<file path="config.mk">
export PLATFORM = sky130hd
export DESIGN_NAME = alu_issue_stage
export DESIGN_NICKNAME = d
export VERILOG_FILES = /design/src/rtl/alu_issue_stage.sv
export SDC_FILE = /design/constraint.sdc
export NUM_CORES = 1
export LEC_CHECK = 0
export ABC_AREA = 1
export CAP_MARGIN = 20
export CORE_MARGIN = 4
export CORE_UTILIZATION = 40
export DETAILED_ROUTE_END_ITERATION = 16
export GPL_TIMING_DRIVEN = 0
export PLACE_DENSITY = 0.78
export REMOVE_ABC_BUFFERS = 1
export SKIP_CTS_REPAIR_TIMING = 1
export SLEW_MARGIN = 20
export SYNTH_ARGS = -nofsm -noshare
export SYNTH_HDL_FRONTEND = slang
export SYNTH_SLANG_ARGS = --single-unit
</file>
<file path="constraint.sdc">
create_clock -name i_clk -period 2.7 [get_ports i_clk]
set_input_delay 0.405 -clock i_clk [delete_from_list [all_inputs] [get_ports i_clk]]
set_output_delay 0.405 -clock i_clk [all_outputs]
set_load 0.01 [all_outputs]
</file>
<file path="src/rtl/alu_issue_stage.sv">
// ID/EX issue slot: decodes a MIPS word into ALU opcode, operands, shamt and destination, behind a valid/ready handshake.
// Optional statistics counters are enabled by defining ALU_ISSUE_STATS_EN.
module alu_issue_stage #(
    parameter int unsigned NB_DATA = 32,
    parameter int unsigned NB_OP   = 6,
    parameter int unsigned NB_CNT  = 16
) (
    input  logic               i_clk,
    input  logic               i_rst_n,
    input  logic               i_valid,
    output logic               o_ready,
    input  logic [31:0]        i_instr,
    input  logic [NB_DATA-1:0] i_rs_data,
    input  logic [NB_DATA-1:0] i_rt_data,
    input  logic               i_flush,
    output logic               o_valid,
    input  logic               i_ready,
    output logic [NB_OP-1:0]   o_alu_opcode,
    output logic [NB_DATA-1:0] o_operand1,
    output logic [NB_DATA-1:0] o_operand2,
    output logic [4:0]         o_shamt,
    output logic [4:0]         o_rd_addr,
    output logic               o_reg_write,
    output logic               o_illegal,
    output logic [NB_CNT-1:0]  o_issue_cnt,
    output logic [NB_CNT-1:0]  o_illegal_cnt
);

    localparam int unsigned NB_REG = 5;
    localparam int unsigned NB_IMM = 16;
    localparam int unsigned NB_FN  = 6;

    typedef struct packed {
        logic [NB_OP-1:0]   alu_opcode;
        logic [NB_DATA-1:0] operand1;
        logic [NB_DATA-1:0] operand2;
        logic [NB_REG-1:0]  shamt;
        logic [NB_REG-1:0]  rd_addr;
        logic               reg_write;
        logic               illegal;
    } slot_t;

    logic [NB_FN-1:0]  opcode;
    logic [NB_FN-1:0]  funct;
    logic [NB_REG-1:0] rt_addr;
    logic [NB_REG-1:0] rd_field;
    logic [NB_IMM-1:0] imm;
    logic              unused_rs_addr;

    assign opcode         = i_instr[31:26];
    assign funct          = i_instr[5:0];
    assign rt_addr        = i_instr[20:16];
    assign rd_field       = i_instr[15:11];
    assign imm            = i_instr[15:0];
    assign unused_rs_addr = ^i_instr[25:21];

    slot_t             dec_c;
    logic              legal_c;
    logic [NB_REG-1:0] dest_c;

    // Instruction decode; illegal encodings leave opcode and operands at zero.
    always_comb begin
        dec_c   = '0;
        legal_c = 1'b0;
        dest_c  = rt_addr;
        if (opcode == '0) begin
            dest_c = rd_field;
            case (funct)
                6'h00, 6'h02, 6'h03, 6'h04, 6'h06, 6'h07: begin
                    legal_c        = 1'b1;
                    dec_c.operand1 = i_rt_data;
                    dec_c.operand2 = i_rs_data;
                end
                6'h20, 6'h21, 6'h23, 6'h24, 6'h25, 6'h26, 6'h27, 6'h2A, 6'h2B: begin
                    legal_c        = 1'b1;
                    dec_c.operand1 = i_rs_data;
                    dec_c.operand2 = i_rt_data;
                end
                default: legal_c = 1'b0;
            endcase
            if (legal_c) begin
                dec_c.alu_opcode = NB_OP'(funct);
            end
        end else if (opcode[5:3] == 3'b001) begin
            legal_c          = 1'b1;
            dec_c.alu_opcode = NB_OP'(opcode);
            dec_c.operand1   = i_rs_data;
            dec_c.operand2   = opcode[2] ? {{(NB_DATA-NB_IMM){1'b0}}, imm}
                                         : {{(NB_DATA-NB_IMM){imm[NB_IMM-1]}}, imm};
        end
        dec_c.shamt     = i_instr[10:6];
        dec_c.rd_addr   = dest_c;
        dec_c.illegal   = !legal_c;
        dec_c.reg_write = legal_c && (dest_c != '0);
    end

    slot_t slot;
    logic  load_c;

    assign o_ready = !o_valid || i_ready;
    assign load_c  = i_valid && o_ready;

    // Slot register: flush beats load; flush only clears valid, payload is kept.
    always_ff @(posedge i_clk or negedge i_rst_n) begin
        if (!i_rst_n) begin
            o_valid <= 1'b0;
            slot    <= '0;
        end else if (i_flush) begin
            o_valid <= 1'b0;
        end else if (load_c) begin
            o_valid <= 1'b1;
            slot    <= dec_c;
        end else if (o_valid && i_ready) begin
            o_valid <= 1'b0;
        end
    end

    assign o_alu_opcode = slot.alu_opcode;
    assign o_operand1   = slot.operand1;
    assign o_operand2   = slot.operand2;
    assign o_shamt      = slot.shamt;
    assign o_rd_addr    = slot.rd_addr;
    assign o_reg_write  = slot.reg_write;
    assign o_illegal    = slot.illegal;

`ifdef ALU_ISSUE_STATS_EN
    logic [NB_CNT-1:0] issue_cnt;
    logic [NB_CNT-1:0] illegal_cnt;
    logic              handshake_c;

    assign handshake_c = o_valid && i_ready;

    // Saturating handshake counters, untouched by flush.
    always_ff @(posedge i_clk or negedge i_rst_n) begin
        if (!i_rst_n) begin
            issue_cnt   <= '0;
            illegal_cnt <= '0;
        end else if (handshake_c) begin
            if (issue_cnt != '1) begin
                issue_cnt <= issue_cnt + NB_CNT'(1);
            end
            if (o_illegal && (illegal_cnt != '1)) begin
                illegal_cnt <= illegal_cnt + NB_CNT'(1);
            end
        end
    end

    assign o_issue_cnt   = issue_cnt;
    assign o_illegal_cnt = illegal_cnt;
`else
    assign o_issue_cnt   = '0;
    assign o_illegal_cnt = '0;
`endif

endmodule

</file>
==> out/summary.txt, run 1 <==
status -> finished, final reports clean
DP Area -> 0.00646 sq mm
I/O Buffers -> 179
power share of the clock group -> 0.339
Mean Syn Cell Area -> 7.59 sq um
layout cells sized above 1 -> 0.0645
core area -> 0.0116 sq mm
Finished Layout Cells -> 934
worst min path class -> in -> async
drt pass-1 iters -> 4
initial DRC count -> 267
yosys warns -> 0
clock latency on the worst-skew pair -> 330 ps
Critical Path AT -> 2700 ps
DIE AREA -> 0.0138 sq mm
Slowest cell on crit path -> nor2_4
maximum clock frequency -> 413 MHz
initial antenna violation count -> 0
met3 usage -> 0.0582
switching share of total power -> 0.276
Syn Std Cell Area -> 0.00479 sq mm
sw power -> 911 uW
residual DRC count -> 0
Distinct cells, synth -> 29
period utilization -> 0.897
CTS clock-pin slew for the worst setup and hold paths -> 60 ps
Routed WL -> 14.6 mm
ant diodes -> 0
CP Cell Sequence -> clkdlybuf4s50_1 > inv_1 > nor2_4 > nand2_8 > nor2_4 > inv_1 > nand2_1 > o21ai_1 > nand2_1
unrepaired setup endpoints after global routing -> false
GPL Wtd Cong -> 0.835
synthesized netlist cell count -> 631
worst-path maximum fanout -> 79
post-synth top area share -> 0.434
Die Y -> 117 um
Num CTS Buffers -> 9
H-tree depth -> 3
final setup vio count -> 0
CP Buf/Inv Count -> 3
final clock skew -> 4.87 ps
gr busiest metal -> met2
Inst Count DP -> 918
cell area after layout -> 0.00673 sq mm
Fillers -> 1092
VDD IR max -> 0.225 mV
Die X -> 117 um
sequential share of the synthesized area -> 0.434
vias in the first global route -> 4620
max-capacitance violation count -> 0
crit start category -> primary input
final net count -> 888
critical path class -> in -> reg
Area Overhead vs Synth -> 40.6%
Leakage -> 0.00322 uW
Max Transition Viols Final -> 0
pin count of the biggest net entering global routing -> 80
GRT Residual Overflow -> 0
crit-path leading delay family -> simple AND/OR/NAND/NOR gates
Post-DRT Antenna Nets -> 0
CTS tree -> built
Vias -> 4605
first-pass GRT wire length -> 23.7 mm
Reg power frac -> 0.425
clk root buf -> clkbuf_16
worst slew pin tran -> 967 ps
Final HPWL DP -> 9.75 mm
GRT Overall Usage -> 0.212
slowest stage delay, CP -> 880 ps
Ports -> 217
combinational share of power -> 0.235
Max Buffers Root-to-Sink -> 2
met2 GRT Util -> 0.349
met1 Use GR -> 0.266
TritonCTS Sinks -> 83
Rel. slew slack -> 0.354
Cell Rows -> 39
CP Capture Type -> register
Initial Util -> 0.414
internal power -> 2380 uW
DR WL/cell -> 15.6 um
Power Density -> 490 mW/mm^2
flops & latches, synth -> 83
drt via density -> 4.93
Synth area leaders -> dfrtp_1, nand2_1, o22ai_1
Tmin final -> 2420 ps
cell taking the most area after synthesis -> dfrtp_1
final hold vios -> 0
CP required -> 2980 ps
-- cells in the mapped netlist (all sizes together) --
| cell type | count |
|---|---|
| buf | 62 |
| a21oi | 33 |
| a22oi | 3 |
| nand2 | 186 |
| inv | 87 |
| conb | 1 |
| nand4 | 3 |
| nor2 | 39 |
| o22ai | 63 |
| nor3 | 6 |
| clkinv | 1 |
| o21ai | 15 |
| dfrtp | 83 |
| nand3 | 43 |
| clkbuf | 6 |
-- worst paths after layout --
| kind | slack (ps) | cells past startpoint | start | to |
|---|---|---|---|---|
| setup / recovery | 280 | 9 | i_valid | o_reg_write$_DFFE_PN0P_ |
| hold / removal | 70 | 1 | i_rst_n | o_operand1[6]$_DFFE_PN0P_ |
| setup reg to reg | 430 | 9 | o_valid$_DFFE_PN0P_ | o_reg_write$_DFFE_PN0P_ |
| hold reg to reg | 480 | 2 | o_reg_write$_DFFE_PN0P_ | o_reg_write$_DFFE_PN0P_ |
| max in group asynchronous | 2000 | 2 | i_rst_n | o_operand2[23]$_DFFE_PN0P_ |
| min in group i_clk | 480 | 2 | o_reg_write$_DFFE_PN0P_ | o_reg_write$_DFFE_PN0P_ |
-- state kept, by name, indices dropped and copies added (netlist names) --
name          cells
o_rd_addr         5
o_valid           1
o_reg_write       1
o_shamt           5
o_operand2       32
o_illegal         1
o_operand1       32
o_alu_opcode      6
-- logic make-up after synthesis --
kind of cell           after synthesis  share of synthesized area
other                                1                   0.000783
AND/OR/NAND/NOR                    277                      0.250
buffers and inverters              156                      0.170
AO/OA/AOI/OAI                      114                      0.146
flip-flops                          83                      0.434
-- power by group through the flow --
stage                     combinational, uW  clock, uW  sequential (uW)
final                                   775       1120             1400
after CTS                               779       1150             1400
after floorplan                         256          0             1470
after detailed placement                775          0             1420
after global placement                  764          0             1420
after global routing                    849       1200             1420
-- stage by stage --
step | hold WS, ps | TNS [ps] | setup WS, ps | utilization | power, uW
2_1_floorplan | 109 | 0 | 77.3 | - | 1730
4_1_cts | 87.5 | 0 | 255 | 0.581 | 3330
6_report | 67.4 | 0 | 279 | 0.582 | 3300
3_5_place_dp | 455 | -1490 | -110 | 0.558 | 2200
5_1_grt | 115 | 0 | 126 | 0.582 | 3470
3_3_place_gp | 462 | -243010 | -1960 | 0.553 | 2180
-- placed cells by master (no fill, tap or decap) --
cell type / count
nand4_1: 3
nand3_1: 39
inv_2: 4
nand3_2: 3
nand2_8: 1
clkbuf_8: 1
inv_1: 82
inv_4: 1
clkbuf_1: 2
nor2_4: 4
clkbuf_16: 9
o21ai_2: 1
nor2_2: 4
o21ai_0: 10
dfrtp_1: 83
buf_4: 1
a21oi_1: 23
clkdlybuf4s50_1: 178
clkinv_2: 4
nand2_4: 2
o21ai_1: 4
buf_12: 2
a22oi_1: 3
nand2_2: 2
nand3_4: 2
a21oi_2: 10
nor2_1: 31
nor3_1: 6
conb_1: 32
o22ai_1: 63
nand2_1: 181
-- metal layers --
metal  routed length [um]  up-vias
met2                 6780      177
met4                  301        0
met5                    0        -
met1                 6410     2119
li1                     -     2290
met3                 1100       19
-- final cells by class --
cell class | count | area (sq um) | area share
Clock buffer | 12 | 246 | 0.0366
Clock inverter | 3 | 15.0 | 0.00223
Inverter | 88 | 334 | 0.0496
Multi-Input combinational cell | 424 | 2050 | 0.304
Sequential cell | 83 | 2080 | 0.309
Tap cell | 143 | 179 | 0.0266
Timing Repair Buffer | 181 | 1830 | 0.272
Note: power is estimated with default switching activity, not from simulation.
==> run 2, diff against run 1 <==
Settings changed: CAP_MARGIN 20 to default, CORE_UTILIZATION 40 to 35, CTS_BUF_LIST from default to sky130_fd_sc_hd__clkbuf_2, PLACE_DENSITY 0.78 to 0.69.
==> out/summary.txt, run 2 (synthesis gave the netlist of run 1 again) <==
GRT Residual Overflow -> 0 (unchanged)
CTS clock-pin slew for the worst setup and hold paths -> 270 ps (+210 ps)
Cell Rows -> 42 (+7.7%)
VDD IR max -> 0.223 mV (-0.99%)
final net count -> 889 (+0.11%)
I/O Buffers -> 179 (unchanged)
pre-CTS WS -> -124 ps (-13.2 ps)
crit path from -> o_valid$_DFFE_PN0P_
status -> finished, final reports clean
core area -> 0.0133 sq mm (+15%)
max-capacitance violation count -> 0 (unchanged)
Vias -> 4533 (-1.6%)
Slowest cell on crit path -> inv_4
Initial Util -> 0.360 (-0.0539)
Rel. slew slack -> 0.335 (-0.0188)
initial antenna violation count -> 0 (unchanged)
DR WL/cell -> 15.1 um (-3.1%)
worst slew pin tran -> 995 ps (+28.1 ps)
CP Capture Type -> register
final setup vio count -> 0 (unchanged)
CP Cell Sequence -> inv_2 > nor2_2 > inv_2 > nand2_8 > inv_4 > nand3_2 > inv_2 > nand2_1 > nand3_1
Die Y -> 125 um (+6.4%)
CP required -> 3180 ps (+200 ps)
layout cells sized above 1 -> 0.0668 (+0.00236)
slowest stage delay, CP -> 470 ps (-410 ps)
Num CTS Buffers -> 9 (unchanged)
Reg2Reg Setup Slack -> 390 ps (-40 ps)
Die X -> 125 um (+6.4%)
Max Transition Viols Final -> 0 (unchanged)
vias in the first global route -> 4322 (-6.5%)
Leakage -> 0.00320 uW (-0.69%)
CTS tree -> built
final hold vios -> 0 (unchanged)
final clock skew -> 20.9 ps (+16.1 ps)
GRT Overall Usage -> 0.183 (-0.0289)
worst-path maximum fanout -> 79 (unchanged)
residual DRC count -> 0 (unchanged)
drt pass-1 iters -> 5 (+1)
maximum clock frequency -> 433 MHz (+4.7%)
ant diodes -> 0 (unchanged)
Tmin final -> 2310 ps (-110 ps)
Setup WS post-layout -> 388 ps (+110 ps)
most common cell after layout, fill and taps aside -> nand2_1
crit-path leading delay family -> buffers and inverters
first-pass GRT wire length -> 22.9 mm (-3.3%)
most used cell, CP -> inv_2
TritonCTS Sinks -> 83 (unchanged)
period utilization -> 0.856 (-0.0406)
critical path class -> reg -> reg
crit start category -> register
initial DRC count -> 186 (-30%)
drt via density -> 4.68 (-5.1%)
Final HPWL DP -> 9.94 mm (+2.0%)
Area Overhead vs Synth -> 40.0%
commonest cells after routing, fill and taps aside -> nand2_1, clkdlybuf4s50_1, dfrtp_1
post-layout util -> 0.504 (-0.0778)
Ports -> 217 (unchanged)
Critical Path AT -> 2800 ps (+100 ps)
Power Total -> 3050 uW (-7.4%)
GPL Wtd Cong -> 0.738 (-12%)
r2r startpoint -> o_valid$_DFFE_PN0P_
clock latency on the worst-skew pair -> 540 ps (+210 ps)
clk root buf -> clkbuf_2
Worst Hold Margin -> 230 ps (+162 ps)
Routed WL -> 14.7 mm (+0.52%)
unrepaired setup endpoints after global routing -> false
Max Buffers Root-to-Sink -> 2 (unchanged)
H-tree depth -> 3 (unchanged)
pin count of the biggest net entering global routing -> 80 (unchanged)
worst min path class -> in -> async
DIE AREA -> 0.0156 sq mm (+13%)
Post-DRT Antenna Nets -> 0 (unchanged)
CP Buf/Inv Count -> 4 (+1)
Power Density -> 455 mW/mm^2 (-7.0%)
[run 2: worst reg2reg max path, stage by stage (launching register included)]
cell	delay [ps]
dfrtp_1	450
inv_2	60
nor2_2	30
inv_2	100
nand2_8	310
inv_4	500
nand3_2	260
inv_2	340
nand2_1	120
nand3_1	90
[run 2: final cells by class]
cell class | count | area [sq um]
fillers | 1346 | 6590
flip-flops and latches | 83 | 2080
multi-input cells | 423 | 2040
repair buffers | 183 | 1870
inverters | 88 | 334
well taps | 176 | 220
clock inverters | 7 | 116
clock buffers | 9 | 45.0
[run 2: worst paths after layout]
check                                               to  depth (start not counted)
max in group asynchronous   o_operand2[12]$_DFFE_PN0P_                          3
max reg2reg                 o_operand2[14]$_DFFE_PN0P_                          9
min                         o_operand1[21]$_DFFE_PN0P_                          2
min reg2reg                o_alu_opcode[4]$_DFFE_PN0P_                          2
min in group i_clk              o_shamt[4]$_DFFE_PN0P_                          3
max                         o_operand2[14]$_DFFE_PN0P_                          9
[run 2: where the power goes]
group / internal, uW / switching, uW / total (uW) / leakage (uW)
Sequential: 1350 / 54.5 / 1400 / 0.00110
Clock: 398 / 474 / 872 / 0.0000935
Combinational: 403 / 375 / 778 / 0.00201
[run 2: metrics by stage]
| step | TNS (ps) | instances | area [sq um] |
|---|---|---|---|
| floorplan | 0 | 594 | 4420 |
| global route | 0 | 969 | 6700 |
| CTS | 0 | 968 | 6690 |
| finish | 0 | 969 | 6700 |
| detailed placement | -1610 | 952 | 6530 |
| global placement | -259570 | 949 | 6440 |
[run 2: metal layers]
layer / up-vias / wire [um] / GRT usage
li1: 2282 / - / -
met1: 2090 / 6710 / 0.245
met2: 151 / 6690 / 0.292
met3: 10 / 1130 / 0.0542
met4: 0 / 142 / 0.0459
met5: - / 0 / 0
